--- config.mk ---
export PLATFORM = sky130hd
export DESIGN_NAME = alu
export DESIGN_NICKNAME = d
export VERILOG_FILES = /design/src/rtl/alu_pkg.sv /design/src/rtl/alu_shifter.sv /design/src/rtl/alu.sv
export SDC_FILE = /design/constraint.sdc
export NUM_CORES = 1
export LEC_CHECK = 0
export CAP_MARGIN = 20
export CORE_ASPECT_RATIO = 1.1
export CORE_MARGIN = 2
export CORE_UTILIZATION = 45
export CTS_BUF_LIST = sky130_fd_sc_hd__clkbuf_2 sky130_fd_sc_hd__clkbuf_4 sky130_fd_sc_hd__clkbuf_8
export DETAILED_ROUTE_END_ITERATION = 6
export GPL_TIMING_DRIVEN = 0
export MAX_ROUTING_LAYER = met4
export PLACE_DENSITY_LB_ADDON = 0.3
export SLEW_MARGIN = 25
export SYNTH_ARGS = -nofsm -noshare
export SYNTH_HDL_FRONTEND = slang
export SYNTH_SLANG_ARGS = --single-unit
--- constraint.sdc ---
create_clock -name clk -period 7.75 [get_ports clk]
set_clock_uncertainty 0.05 [all_clocks]
set_input_delay 1.1625 -clock clk [delete_from_list [all_inputs] [get_ports clk]]
set_output_delay 1.1625 -clock clk [all_outputs]
set_load 0.03 [all_outputs]
--- src/rtl/alu_pkg.sv ---
// Shared ALU definitions: datapath width and the core's 4-bit opcode map.
package alu_pkg;

    localparam int unsigned ALU_WIDTH = 16;
    localparam int unsigned OP_W      = 4;
    localparam int unsigned AMT_W     = 5;

    localparam logic [OP_W-1:0] OP_ADD = 4'h1;
    localparam logic [OP_W-1:0] OP_SUB = 4'h2;
    localparam logic [OP_W-1:0] OP_AND = 4'h3;
    localparam logic [OP_W-1:0] OP_OR  = 4'h4;
    localparam logic [OP_W-1:0] OP_XOR = 4'h5;
    localparam logic [OP_W-1:0] OP_SHR = 4'h6;
    localparam logic [OP_W-1:0] OP_SHL = 4'h7;
    localparam logic [OP_W-1:0] OP_ROR = 4'h8;
    localparam logic [OP_W-1:0] OP_ROL = 4'h9;
    localparam logic [OP_W-1:0] OP_NOT = 4'hA;
    localparam logic [OP_W-1:0] OP_MUL = 4'hB;
    localparam logic [OP_W-1:0] OP_JEQ = 4'hC;
    localparam logic [OP_W-1:0] OP_JNE = 4'hD;
    localparam logic [OP_W-1:0] OP_JMP = 4'hE;

endpackage : alu_pkg

--- src/rtl/alu_shifter.sv ---
// Combinational barrel shifter/rotator shared by the four shift and rotate opcodes.
module alu_shifter
    import alu_pkg::*;
#(
    parameter int unsigned WIDTH = ALU_WIDTH
) (
    input  logic [WIDTH-1:0] data,
    input  logic [AMT_W-1:0] amount,
    input  logic             dir_left,
    input  logic             rotate,
    output logic [WIDTH-1:0] result_c
);

    logic [2*WIDTH-1:0] dbl_c;
    logic [AMT_W-1:0]   rot_amt_c;
    logic               over_c;

    // Rotates work on a doubled copy of the data; plain shifts saturate to zero past WIDTH.
    always_comb begin
        dbl_c     = '0;
        result_c  = '0;
        rot_amt_c = AMT_W'(32'(amount) % WIDTH);
        over_c    = (32'(amount) >= WIDTH);
        if (rotate) begin
            if (dir_left) begin
                dbl_c    = {data, data} << rot_amt_c;
                result_c = dbl_c[2*WIDTH-1:WIDTH];
            end else begin
                dbl_c    = {data, data} >> rot_amt_c;
                result_c = dbl_c[WIDTH-1:0];
            end
        end else if (!over_c) begin
            result_c = dir_left ? (data << amount) : (data >> amount);
        end
    end

endmodule : alu_shifter

--- src/rtl/alu.sv ---
// Registered 16-bit ALU: one-cycle latency, full throughput, flags derived from each new result.
module alu
    import alu_pkg::*;
#(
    parameter int unsigned WIDTH = ALU_WIDTH
) (
    input  logic             clk,
    input  logic             rst,
    input  logic             alu_en,
    input  logic [OP_W-1:0]  oper,
    input  logic [WIDTH-1:0] operandA,
    input  logic [WIDTH-1:0] operandB,
    output logic [WIDTH-1:0] q,
    output logic             q_valid,
    output logic             carry,
    output logic             zero,
    output logic             neg
);

    logic [WIDTH-1:0]   q_q, q_d;
    logic               q_valid_q, q_valid_d;
    logic               carry_q, carry_d;
    logic               zero_q, zero_d;
    logic               neg_q, neg_d;

    logic [WIDTH:0]     sum_c;
    logic [WIDTH:0]     diff_c;
    logic [2*WIDTH-1:0] prod_c;
    logic [WIDTH-1:0]   shift_res_c;
    logic [WIDTH-1:0]   res_c;
    logic               cout_c;
    logic               sh_left_c;
    logic               sh_rot_c;

    // Shift direction and mode decoded from the opcode.
    always_comb begin
        sh_left_c = (oper == OP_SHL) || (oper == OP_ROL);
        sh_rot_c  = (oper == OP_ROR) || (oper == OP_ROL);
    end

    alu_shifter #(
        .WIDTH(WIDTH)
    ) u_shifter (
        .data     (operandA),
        .amount   (operandB[AMT_W-1:0]),
        .dir_left (sh_left_c),
        .rotate   (sh_rot_c),
        .result_c (shift_res_c)
    );

    // Opcode datapath; non-ALU opcodes yield zero with no carry.
    always_comb begin
        sum_c  = {1'b0, operandA} + {1'b0, operandB};
        diff_c = {1'b0, operandA} - {1'b0, operandB};
        prod_c = (2*WIDTH)'(operandA) * (2*WIDTH)'(operandB);
        res_c  = '0;
        cout_c = 1'b0;
        case (oper)
            OP_ADD: begin
                res_c  = sum_c[WIDTH-1:0];
                cout_c = sum_c[WIDTH];
            end
            OP_SUB: begin
                res_c  = diff_c[WIDTH-1:0];
                cout_c = diff_c[WIDTH];
            end
            OP_AND: res_c = operandA & operandB;
            OP_OR:  res_c = operandA | operandB;
            OP_XOR: res_c = operandA ^ operandB;
            OP_SHR, OP_SHL, OP_ROR, OP_ROL: res_c = shift_res_c;
            OP_NOT: res_c = ~operandA;
            OP_MUL: begin
                res_c  = prod_c[WIDTH-1:0];
                cout_c = |prod_c[2*WIDTH-1:WIDTH];
            end
            default: ;
        endcase
    end

    // Next-state: capture result and flags on alu_en, otherwise hold; q_valid follows alu_en.
    always_comb begin
        q_d       = q_q;
        carry_d   = carry_q;
        zero_d    = zero_q;
        neg_d     = neg_q;
        q_valid_d = alu_en;
        if (alu_en) begin
            q_d     = res_c;
            carry_d = cout_c;
            zero_d  = (res_c == '0);
            neg_d   = res_c[WIDTH-1];
        end
    end

    // Output register stage with synchronous reset taking priority over alu_en.
    always_ff @(posedge clk) begin
        if (rst) begin
            q_q       <= '0;
            q_valid_q <= 1'b0;
            carry_q   <= 1'b0;
            zero_q    <= 1'b1;
            neg_q     <= 1'b0;
        end else begin
            q_q       <= q_d;
            q_valid_q <= q_valid_d;
            carry_q   <= carry_d;
            zero_q    <= zero_d;
            neg_q     <= neg_d;
        end
    end

    assign q       = q_q;
    assign q_valid = q_valid_q;
    assign carry   = carry_q;
    assign zero    = zero_q;
    assign neg     = neg_q;

endmodule : alu

# Yosys cells after proc, flatten, opt, wreduce, memory -nomap -nowiden
# Index checks and enable logic that the tools add are counted.
# classes
n_addsub	2
reduce_logical	5
bitwise_logic	4
eq_ne	11
muxes	6
n_lt_le_gt_ge	1
shifts	4
multipliers	1
# op_table
op	count
16-bit case mux with 8 select lines	1
16-bit two-way mux	4
16-bit by 16-bit multiplier with 32-bit output	1
32-bit by 4-bit << shifter with 32-bit output	1
32-bit by 4-bit >> shifter with 16-bit output	1
16-bit by 16-bit adder with 17-bit output	1
16-bit by 16-bit subtractor with 17-bit output	1
16-bit bitwise AND	1
4-bit by 3-bit == test with 1-bit output (second input constant)	4
4-bit == test (second input constant)	4
16-bit zero test	1
16-bit NOT	1
16-bit OR	1
16-bit OR reduction	1
16-bit by 5-bit << shifter with 16-bit output	1
16-bit by 5-bit >> shifter with 16-bit output	1
16-bit bitwise XOR	1
4-bit by 2-bit == test with 1-bit output (second input constant)	2
5-bit greater-or-equal comparator (second input constant)	1
4-bit by 1-bit == test with 1-bit output (second input constant)	1
4-bit OR reduction	1
1-bit case mux with 3 select lines	1
1-bit logical OR	2
# word_totals
regBits	20
inputBits	39
out_inout_bits	20

# Depth between registers and ports, before layout
# Gate-level depths: netlist (run 1).
# depth
word_depth	7
mapped_depth	29
mapped_depth_nobuf	25

# Hierarchy
# From an unflattened synthesis (run 1), not the netlist that was laid out.
# hier_totals
hier_cells	1771
hier_area_um2	14346.3
# modules_own_cells
mod	instances	seq_area_each_um2	cells_each	area_each_um2
alu	1	380.4	1479	11813.8
alu_shifter	1	0.0	292	2532.4

# Least setup slack after synthesis (run 1)
# No wires, ideal clock.
# synth_path
path_type	input-to-reg
start	input operandB[1]
end	register carry_q (netlist: carry)
slack_ns	-0.384
arrival_ns	7.961
path_stages	26
t_required_ns	7.577
cell_sequence	clkbuf_1 clkbuf_1 buf_1 clkbuf_1 buf_1 nand2_1 fa_1 fa_1 inv_1 fa_1 fa_1 fa_1 inv_1 fa_1 inv_1 ha_1 a21oi_1 o21ai_0 a31oi_1 nor3_1 a211o_1 a211oi_1 xnor2_1 a311o_1 nor4_1 o21ai_1
# synth_between
elab_chain_cells	3
word_cells_on_any_way	5
# synth_lines
element	line_no	rtl
start: declaration	alu.sv:12	input logic [WIDTH-1:0] operandB,
16-bit by 16-bit multiplier with 32-bit output	alu.sv:55	prod_c = (2*WIDTH)'(operandA) * (2*WIDTH)'(operandB);
16-bit OR reduction	alu.sv:74	cout_c = |prod_c[2*WIDTH-1:WIDTH];
1-bit case mux with 3 select lines (*)	alu.sv:58	case (oper)
end signal: assignment	alu.sv:106	carry_q <= carry_d;
end: declaration	alu.sv:22	logic carry_q, carry_d;
# Every way passes the cells marked *; elsewhere a longest branch is shown, timed or not.
# A chain may end at the register's enable or synchronous reset.

# Worst setup path after layout (run 1)
# layout_path
start	input operandA[5]
end	register carry_q (netlist: carry)
# layout_between
elab_chain_cells	3
word_cells_on_any_way	5
# layout_lines
element	line_no	rtl
start: declaration	alu.sv:11	input logic [WIDTH-1:0] operandA,
16-bit by 16-bit multiplier with 32-bit output	alu.sv:55	
16-bit OR reduction	alu.sv:74	
1-bit case mux with 3 select lines (*)	alu.sv:58	
# Marks and branches as above.

==> results.toml, run 1 <==
[setup_path]
path_cells = "clkdlybuf4s15_2, clkbuf_4, clkbuf_4, nand2_1, fa_1, inv_1, fa_1, inv_1, fa_1, fa_1, fa_1, fa_1, inv_1, ha_2, a21o_1, a21o_1, a21o_1, a21oi_1, nand2_2, a31oi_2, xor2_1, nand4_1, nor4_4, o21ai_1"
worstPathArrival_ps = 7670
cp_max_fo = 10
path_class = "input port to register"
cp_slowest_stage_delay_ps = 590
start_kind = "input port"
critPathTopFamily = "adder cells"
end_kind = "register"
cp_common_cell = "fa_1"
cp.required_ps = 7850
cpMaxStageDelayCell = "fa_1"
cp.buffers_inverters = 6

[yosys]
synth_cells = 1783
ys_async_sr_fraction = 0
synth.distinct_cells = 83
yosys.area.top_type = "fa_1"
yosys_warnings = 0
synth_ff_type = "dfxtp_1"
synth.most_common_cell = "inv_1"
synth_edf_count = 0
synth-seq-cells = 19
synth_commonest_cells = "inv_1 (249), nand2_1 (215), nor2_1 (213)"
ys_seq_area_frac = 0.0274
synth_nets = 2171
syn-cell-area_um2 = 13900
synth_area_leaders = "fa_1 (28%), ha_1 (14%), inv_1 (6.7%)"
yosysTopAreaCellShare = 0.283
syn_avg_cell_area_um2 = 7.78

[route]
drc = 0
first_iter_violations = 1412
routed_wl_mm = 56.8
dr.pass1.iters = 5
wl_per_cell_um = 24.9
vias = 14100
postRouteAntennaNets = 0
viasPerCell = 6.18

[grt]
antenna_found_initial = 2
grt_max_degree = 29
grt_pass1_wl_mm = 88.3
grt_pass1_vias = 14700
gr-total-overflow = 0
gr-usage-all-layers = 0.373

[pwr]
total_power_mw = 7.49
vdd_drop_max_v = 0.00108
power_leakage_nw = 7.24
cellPowerDensity_nw_per_um2 = 469

[clocking]
clkSinkCount = 19
clockBufferDepth = 2
h-tree-depth = 1
clk_latency_ps = 260
root_buffer = "clkbuf_8"
cts_tree = "done"
numCtsBuffers = 3
path_clk_slew_ps = 70
cts_hold_buf = 0

[die]
fp.dieH_um = 188
dieArea_um2 = 32300
start_util = 0.456
coreArea_um2 = 30400
rows = 67
io_pins = 59
dieWidth_um = 171

[cells_and_area]
seq_area_um2 = 380
fillCellCount = 3011
nets = 2258
layout-drive-gt1-share = 0.127
multi_input_area_um2 = 12400
area_growth_pct = 15.2

[timing]
hold_viol_final = 0
maxSlewViolCount = 0
maxClockFrequency_mhz = 132
fin_crit_ps = 7580
grt_setup_unrepaired = "no"
worst_slew_pin_slew_ps = 921
setup_ws_ps = 173
slew_headroom = 0.384
fin_crit_sh = 0.978
setup_viol = 0

[placed_design]
dp_hpwl_mm = 46.2
place_ws_ps = -2680
io_buffers = 57
place.gp.congestion = 1.03

[run_status]
outcome = "finished clean"

[run]
max_cap_viol_count = 0

[min_path]
hold_path.class = "register to register"
==> flip-flops by register name (all words and copies together), names as in the netlist <==
signal   flops
carry        1
q           16
q_valid      1
zero         1
==> cell usage in the layout, fill, tap and decap left out, types with 19 or more instances in the layout <==
| cell | instances |
|---|---|
| a211oi_1 | 26 |
| a21oi_1 | 80 |
| buf_4 | 44 |
| clkbuf_1 | 39 |
| clkdlybuf4s50_1 | 34 |
| dfxtp_1 | 19 |
| fa_1 | 193 |
| ha_1 | 140 |
| inv_1 | 238 |
| mux2i_1 | 34 |
| nand2_1 | 214 |
| nor2_1 | 207 |
| nor3_1 | 32 |
| o211ai_1 | 20 |
| o21ai_0 | 53 |
| o22ai_1 | 27 |
==> logic make-up after synthesis <==
group	after synthesis	share of synthesized area
flip-flops	19	0.0274
buffers and inverters	380	0.106
XOR/XNOR	26	0.0164
multiplexers	70	0.0683
AO/OA/AOI/OAI	365	0.178
AND/OR/NAND/NOR	574	0.183
adder cells (fa/ha/maj)	349	0.421
==> worst paths after layout <==
check	slack, ps	depth (start not counted)	end	startpoint
worst max-delay path	170	24	carry$_SDFFE_PP0P_	operandA[5]
worst min-delay path	440	2	q[10]$_SDFFE_PP0P_	q[10]$_SDFFE_PP0P_
worst max register to register	6940	2	q[15]$_SDFFE_PP0P_	q[15]$_SDFFE_PP0P_
worst min register to register	440	2	q[10]$_SDFFE_PP0P_	q[10]$_SDFFE_PP0P_
==> stage by stage <==
| stage | hold WS, ps | instance area (um^2) | setup TNS (ps) | std cells | util |
|---|---|---|---|---|---|
| final | 436 | 16000 | 0 | 2285 | 0.526 |
| after global routing | 457 | 16000 | 0 | 2285 | 0.526 |
| after CTS | 438 | 15900 | 0 | 2277 | 0.522 |
| after detailed placement | 428 | 15000 | -14900 | 2257 | 0.494 |
| after global placement | 416 | 15000 | -15310 | 2254 | 0.492 |
| after floorplan | 547 | 13900 | 0 | 1783 | - |
==> power breakdown <==
group,leakage (nW),internal (mW),switching [mW],total (mW)
sequential,0.158,0.108,0.00523,0.113
clock,0.0262,0.0401,0.0328,0.0729
combinational,7.06,2.96,4.35,7.31
total,7.24,3.10,4.39,7.49
==> routing by layer <==
metal  vias to the layer above  track usage  wire length [um]
met2                       806        0.601             26700
met5                         -            -                 0
met3                       210       0.0393              4240
li1                       6181            -                 -
met4                         0        0.210              4080
met1                      6921        0.454             21800
==> final cells by class <==
type / count / share of cell area
diodes: 2 / 0.000313
plain buffers: 96 / 0.0444
clock buffers: 4 / 0.00305
inverters: 266 / 0.0674
multi-input cells: 1384 / 0.773
flip-flops and latches: 19 / 0.0238
well taps: 414 / 0.0324
repair buffers: 100 / 0.0553
==> worst register-to-register path: stages (launching register included) <==
cell and delay, ps:
dfxtp_1 360, nor2_1 50, a311oi_1 260
==> timing repair <==
action	CTS	global route
pin swaps	31	15
gates resized for setup	204	65
setup endpoints to repair	10	3
gates cloned	1	1
setup buffers	32	6
(Power assumes the default switching activity.)
==> run 2, diff against run 1 <==
CAP_MARGIN = 40   (was 20)
==> run 2 against run 1 <==
Compared with the run above: combinational power grew 4.7%; first-iteration DRC count shrank 5.5%; hold slack lost 0.78 ps; non-clock buffer count shrank 6; largest cell class unchanged; critical path depth grew 1; flip-flop and latch count is the same; core utilization grew 0.21 points; routed wire length is essentially flat; power grew 4.6%; register-to-register slack lost 20 ps; clock-buffer cell count is the same; die area is the same.
==> results.toml, run 2 (synthesis gave the netlist of run 1 again) <==
[cells_and_area]
final_common_cell = "inv_1"
fin_area_um2 = 16100
layout_common_cells = "inv_1 (239), nand2_1 (214), nor2_1 (201)"
seq_area_um2 = 380
largest_reg_flops = 16
area_growth_pct = 15.7
layout-drive-gt1-share = 0.130
nets = 2252
fillCellCount = 2960
antenna_cells = 0
multi_input_area_um2 = 12500

[setup_path]
start_kind = "input port"
cp.required_ps = 7840
path_class = "input port to register"
cp_max_fo = 10
worstPathArrival_ps = 7730
cp-startpoint = "operandA[7]"
r2r_slack_ps = 6920
r2r-start = "q[15]$_SDFFE_PP0P_"
cp_slowest_stage_delay_ps = 550
cpMaxStageDelayCell = "fa_1"
cp_common_cell = "fa_1"
end_kind = "register"

[route]
postRouteAntennaNets = 0
dr.pass1.iters = 6
first_iter_violations = 1335
drc = 0
vias = 14000
routed_wl_mm = 56.9
viasPerCell = 6.15
wl_per_cell_um = 25.0

[timing]
fin_crit_sh = 0.986
setup_viol = 0
hold_viol_final = 0
fin_crit_ps = 7640
setup_ws_ps = 106
maxClockFrequency_mhz = 131
slew_headroom = 0.463
worst_slew_pin_slew_ps = 785
maxSlewViolCount = 0

[run]
max_cap_viol_count = 0

[clocking]
root_buffer = "clkbuf_8"
cts_tree = "done"
clkSinkCount = 19
cts_hold_buf = 0
numCtsBuffers = 3
clk_latency_ps = 250
clockBufferDepth = 2
h-tree-depth = 1
path_clk_slew_ps = 70

[die]
start_util = 0.456
rows = 67
fp.dieH_um = 188
io_pins = 59
dieArea_um2 = 32300
dieWidth_um = 171
coreArea_um2 = 30400

[placed_design]
place.gp.congestion = 1.03
place_ws_ps = -2740
dp_hpwl_mm = 46.3
io_buffers = 57
dpl_cell_area_um2 = 15000

[grt]
grt_max_degree = 29
gr-total-overflow = 0
met3_usage = 0.0365
global_route.usage.met1 = 0.452
grt_pass1_wl_mm = 86.8
antenna_found_initial = 0
gr-usage-all-layers = 0.368
use_met2 = 0.595
grt_pass1_vias = 14400
top_usage_layer = "met2"

[min_path]
hold_path.class = "register to register"
min_from = "q[10]$_SDFFE_PP0P_"

[pwr]
total_power_mw = 7.84
power_leakage_nw = 7.23
cellPowerDensity_nw_per_um2 = 488
vdd_drop_max_v = 0.00121

[run_status]
outcome = "finished clean"
[run 2: changes by cell type in the layout (fill, tap and decap cells not counted), sizes merged]
| cell | previous run | this run |
|---|---|---|
| buf | 74 | 75 |
| clkbuf | 80 | 76 |
| clkdlybuf4s15 | 4 | 1 |
| clkinv | 7 | 6 |
| clkinvlp | 11 | 10 |
| diode | 2 | 0 |
| inv | 248 | 250 |
[run 2: metrics by stage]
| stage | setup TNS (ps) | std cells | util | hold WS (ps) |
|---|---|---|---|---|
| 2_1_floorplan | 0 | 1783 | - | 547 |
| 3_3_place_gp | -15310 | 2254 | 0.492 | 416 |
| 3_5_place_dp | -15290 | 2258 | 0.494 | 426 |
| 4_1_cts | -17.0 | 2264 | 0.516 | 435 |
| 5_1_grt | -21.6 | 2277 | 0.528 | 456 |
| 6_report | 0 | 2277 | 0.528 | 435 |
[run 2: final cells by class]
type | count | area share
Buffer | 96 | 0.0439
Clock buffer | 4 | 0.00304
Inverter | 266 | 0.0676
Multi-Input combinational cell | 1384 | 0.778
Sequential cell | 19 | 0.0237
Tap cell | 414 | 0.0323
Timing Repair Buffer | 94 | 0.0517
[run 2: final timing paths]
path / cells past startpoint / end
worst max register to register: 2 / q[15]$_SDFFE_PP0P_
worst min register to register: 2 / q[10]$_SDFFE_PP0P_
worst min-delay path: 2 / q[10]$_SDFFE_PP0P_
worst max-delay path: 25 / carry$_SDFFE_PP0P_
[run 2: metal layers]
metal	vias up	routed length, um	share of wire
met3	209	4770	0.084
met1	6829	21500	0.38
met2	803	26600	0.47
met5	-	0	0
li1	6171	-	-
met4	0	3990	0.070
[run 2: critical path, delay by kind of cell]
family | cells | cell delay (ps)
adder cells (fa/ha/maj) | 7 | 3230
buffers and inverters | 8 | 1160
AND/OR/NAND/NOR | 3 | 1000
AO/OA/AOI/OAI | 6 | 970
XOR/XNOR | 1 | 180
[run 2: power by group]
part | internal, mW | switching, mW
Clock | 0.0400 | 0.0313
Combinational | 3.18 | 4.48
Sequential | 0.108 | 0.00558
Total | 3.33 | 4.51
[run 2: timing repair]
action | 4_1_cts | 5_1_grt
endpoints found under the setup margin | 10 | 4
pin swaps | 16 | 25
buffers inserted | 17 | 13
hold endpoints to repair | 0 | 0
gates cloned | 1 | 1
gates resized for setup | 189 | 130
==> run 3, diff against run 2 <==
PLACE_DENSITY_LB_ADDON = 0.05   (was 0.3)
SKIP_CTS_REPAIR_TIMING = 1   (was not set)
==> run 3 against run 2 <==
Compared with the run above: clock-buffer cell count is the same; largest power group unchanged; critical path depth is 1 higher; register-to-register slack better by 50 ps; via count grew 0.68%; hold slack worse by 5.2 ps; largest cell class unchanged; non-clock buffer count rose by 42; flip-flop and latch count stayed put; sequential power about the same.
==> results.toml, run 3 (synthesis gave the netlist of run 1 again) <==
[run_status]
outcome = "finished clean"

[die]
start_util = 0.456
coreArea_um2 = 30400
dieWidth_um = 171
rows = 67
io_pins = 59
dieArea_um2 = 32300
fp.dieH_um = 188

[cells_and_area]
layout_common_cells = "inv_1 (240), nand2_1 (214), nor2_1 (205)"
area_growth_pct = 17.4
final_common_cell = "inv_1"
fin_util = 0.536
nets = 2294
largest_reg_flops = 16
layout-drive-gt1-share = 0.145
fillCellCount = 2993
seq_area_um2 = 380
multi_input_area_um2 = 12400
fin_area_um2 = 16300
layout.cells.non_filler = 2321

[pwr]
power_leakage_nw = 7.38
p_seq_frac = 0.015
power_frac_comb = 0.975
vdd_drop_max_v = 0.00130
cellPowerDensity_nw_per_um2 = 456
total_power_mw = 7.43
p_sw_mw = 4.33
p_sw_frac = 0.583
internal_power_mw = 3.10
clkPwrFrac = 0.010

[grt]
antenna_found_initial = 2
grt_pass1_vias = 14400
gr-total-overflow = 0
grt_pass1_wl_mm = 87.4
gr-usage-all-layers = 0.369
grt_max_degree = 12

[route]
postRouteAntennaNets = 0
vias = 14100
viasPerCell = 6.08
wl_per_cell_um = 24.5
routed_wl_mm = 56.8
dr.pass1.iters = 5
drc = 0
first_iter_violations = 1374

[setup_path]
end_kind = "register"
r2r_slack_ps = 6970
worstPathArrival_ps = 7700
start_kind = "input port"
cp_max_fo = 10
path_class = "input port to register"
cp.required_ps = 7840

[placed_design]
place.gp.congestion = 1.04
dp.cells = 2261
place_ws_ps = -3050
dp_hpwl_mm = 46.4
io_buffers = 57
dpl_cell_area_um2 = 15100

[clocking]
clk_latency_ps = 260
h-tree-depth = 1
clkSinkCount = 19
cts_tree = "done"
numCtsBuffers = 3
clockBufferDepth = 2
path_clk_slew_ps = 70
root_buffer = "clkbuf_8"

[timing]
maxClockFrequency_mhz = 131
fin_crit_sh = 0.982
fin_setup_tns_ps = 0
setup_viol = 0
maxSlewViolCount = 0
worst_slew_pin_slew_ps = 888
setup_ws_ps = 137
hold_viol_final = 0
hold_ws_ps = 430
fin_crit_ps = 7610
slew_headroom = 0.402

[min_path]
hold_path.class = "register to register"

[run]
max_cap_viol_count = 0
==> run 3: worst paths after layout <==
kind,from,to,cells past startpoint
hold reg to reg,q[0]$_SDFFE_PP0P_,q[0]$_SDFFE_PP0P_,2
setup / recovery,operandA[8],carry$_SDFFE_PP0P_,26
hold / removal,q[0]$_SDFFE_PP0P_,q[0]$_SDFFE_PP0P_,2
setup reg to reg,q[15]$_SDFFE_PP0P_,q[15]$_SDFFE_PP0P_,2
==> run 3: routing by layer <==
metal | global-route usage | routed length, um | vias to the layer above
met3 | 0.0540 | 4190 | 200
li1 | - | - | 6246
met5 | - | 0 | -
met2 | 0.580 | 26200 | 775
met1 | 0.457 | 22500 | 6886
met4 | 0.198 | 3890 | 0
==> run 3: area by class of cell <==
| class | count | share of cell area |
|---|---|---|
| multi-input cells | 1384 | 0.761 |
| clock buffers | 4 | 0.00299 |
| well taps | 414 | 0.0318 |
| plain buffers | 98 | 0.0430 |
| inverters | 266 | 0.0668 |
| repair buffers | 134 | 0.0712 |
| diodes | 2 | 0.000307 |
| flip-flops and latches | 19 | 0.0233 |
==> run 3: worst max-delay path, stage by stage <==
cell and delay [ps]:
buf_2 320, buf_6 240, clkinvlp_4 230, nor2_1 190
fa_1 450, inv_1 90, fa_1 420, inv_1 80
fa_1 440, fa_1 510, fa_1 500, inv_1 50
fa_1 470, inv_1 60, ha_4 270, a21oi_4 170
o21ai_1 90, a31oi_2 160, buf_4 170, nor3_1 50
a211o_1 290, a211oi_2 300, xnor2_1 120, a311o_1 370
nor4_4 410, o21ai_1 100
==> run 3: power groups by stage <==
stage | Sequential [mW] | Combinational (mW) | Clock [mW]
global placement | 0.115 | 5.97 | 0
floorplan | 0.134 | 4.14 | 0
finish | 0.113 | 7.24 | 0.0737
CTS | 0.113 | 6.05 | 0.0744
detailed placement | 0.115 | 5.98 | 0
global route | 0.114 | 7.91 | 0.0799
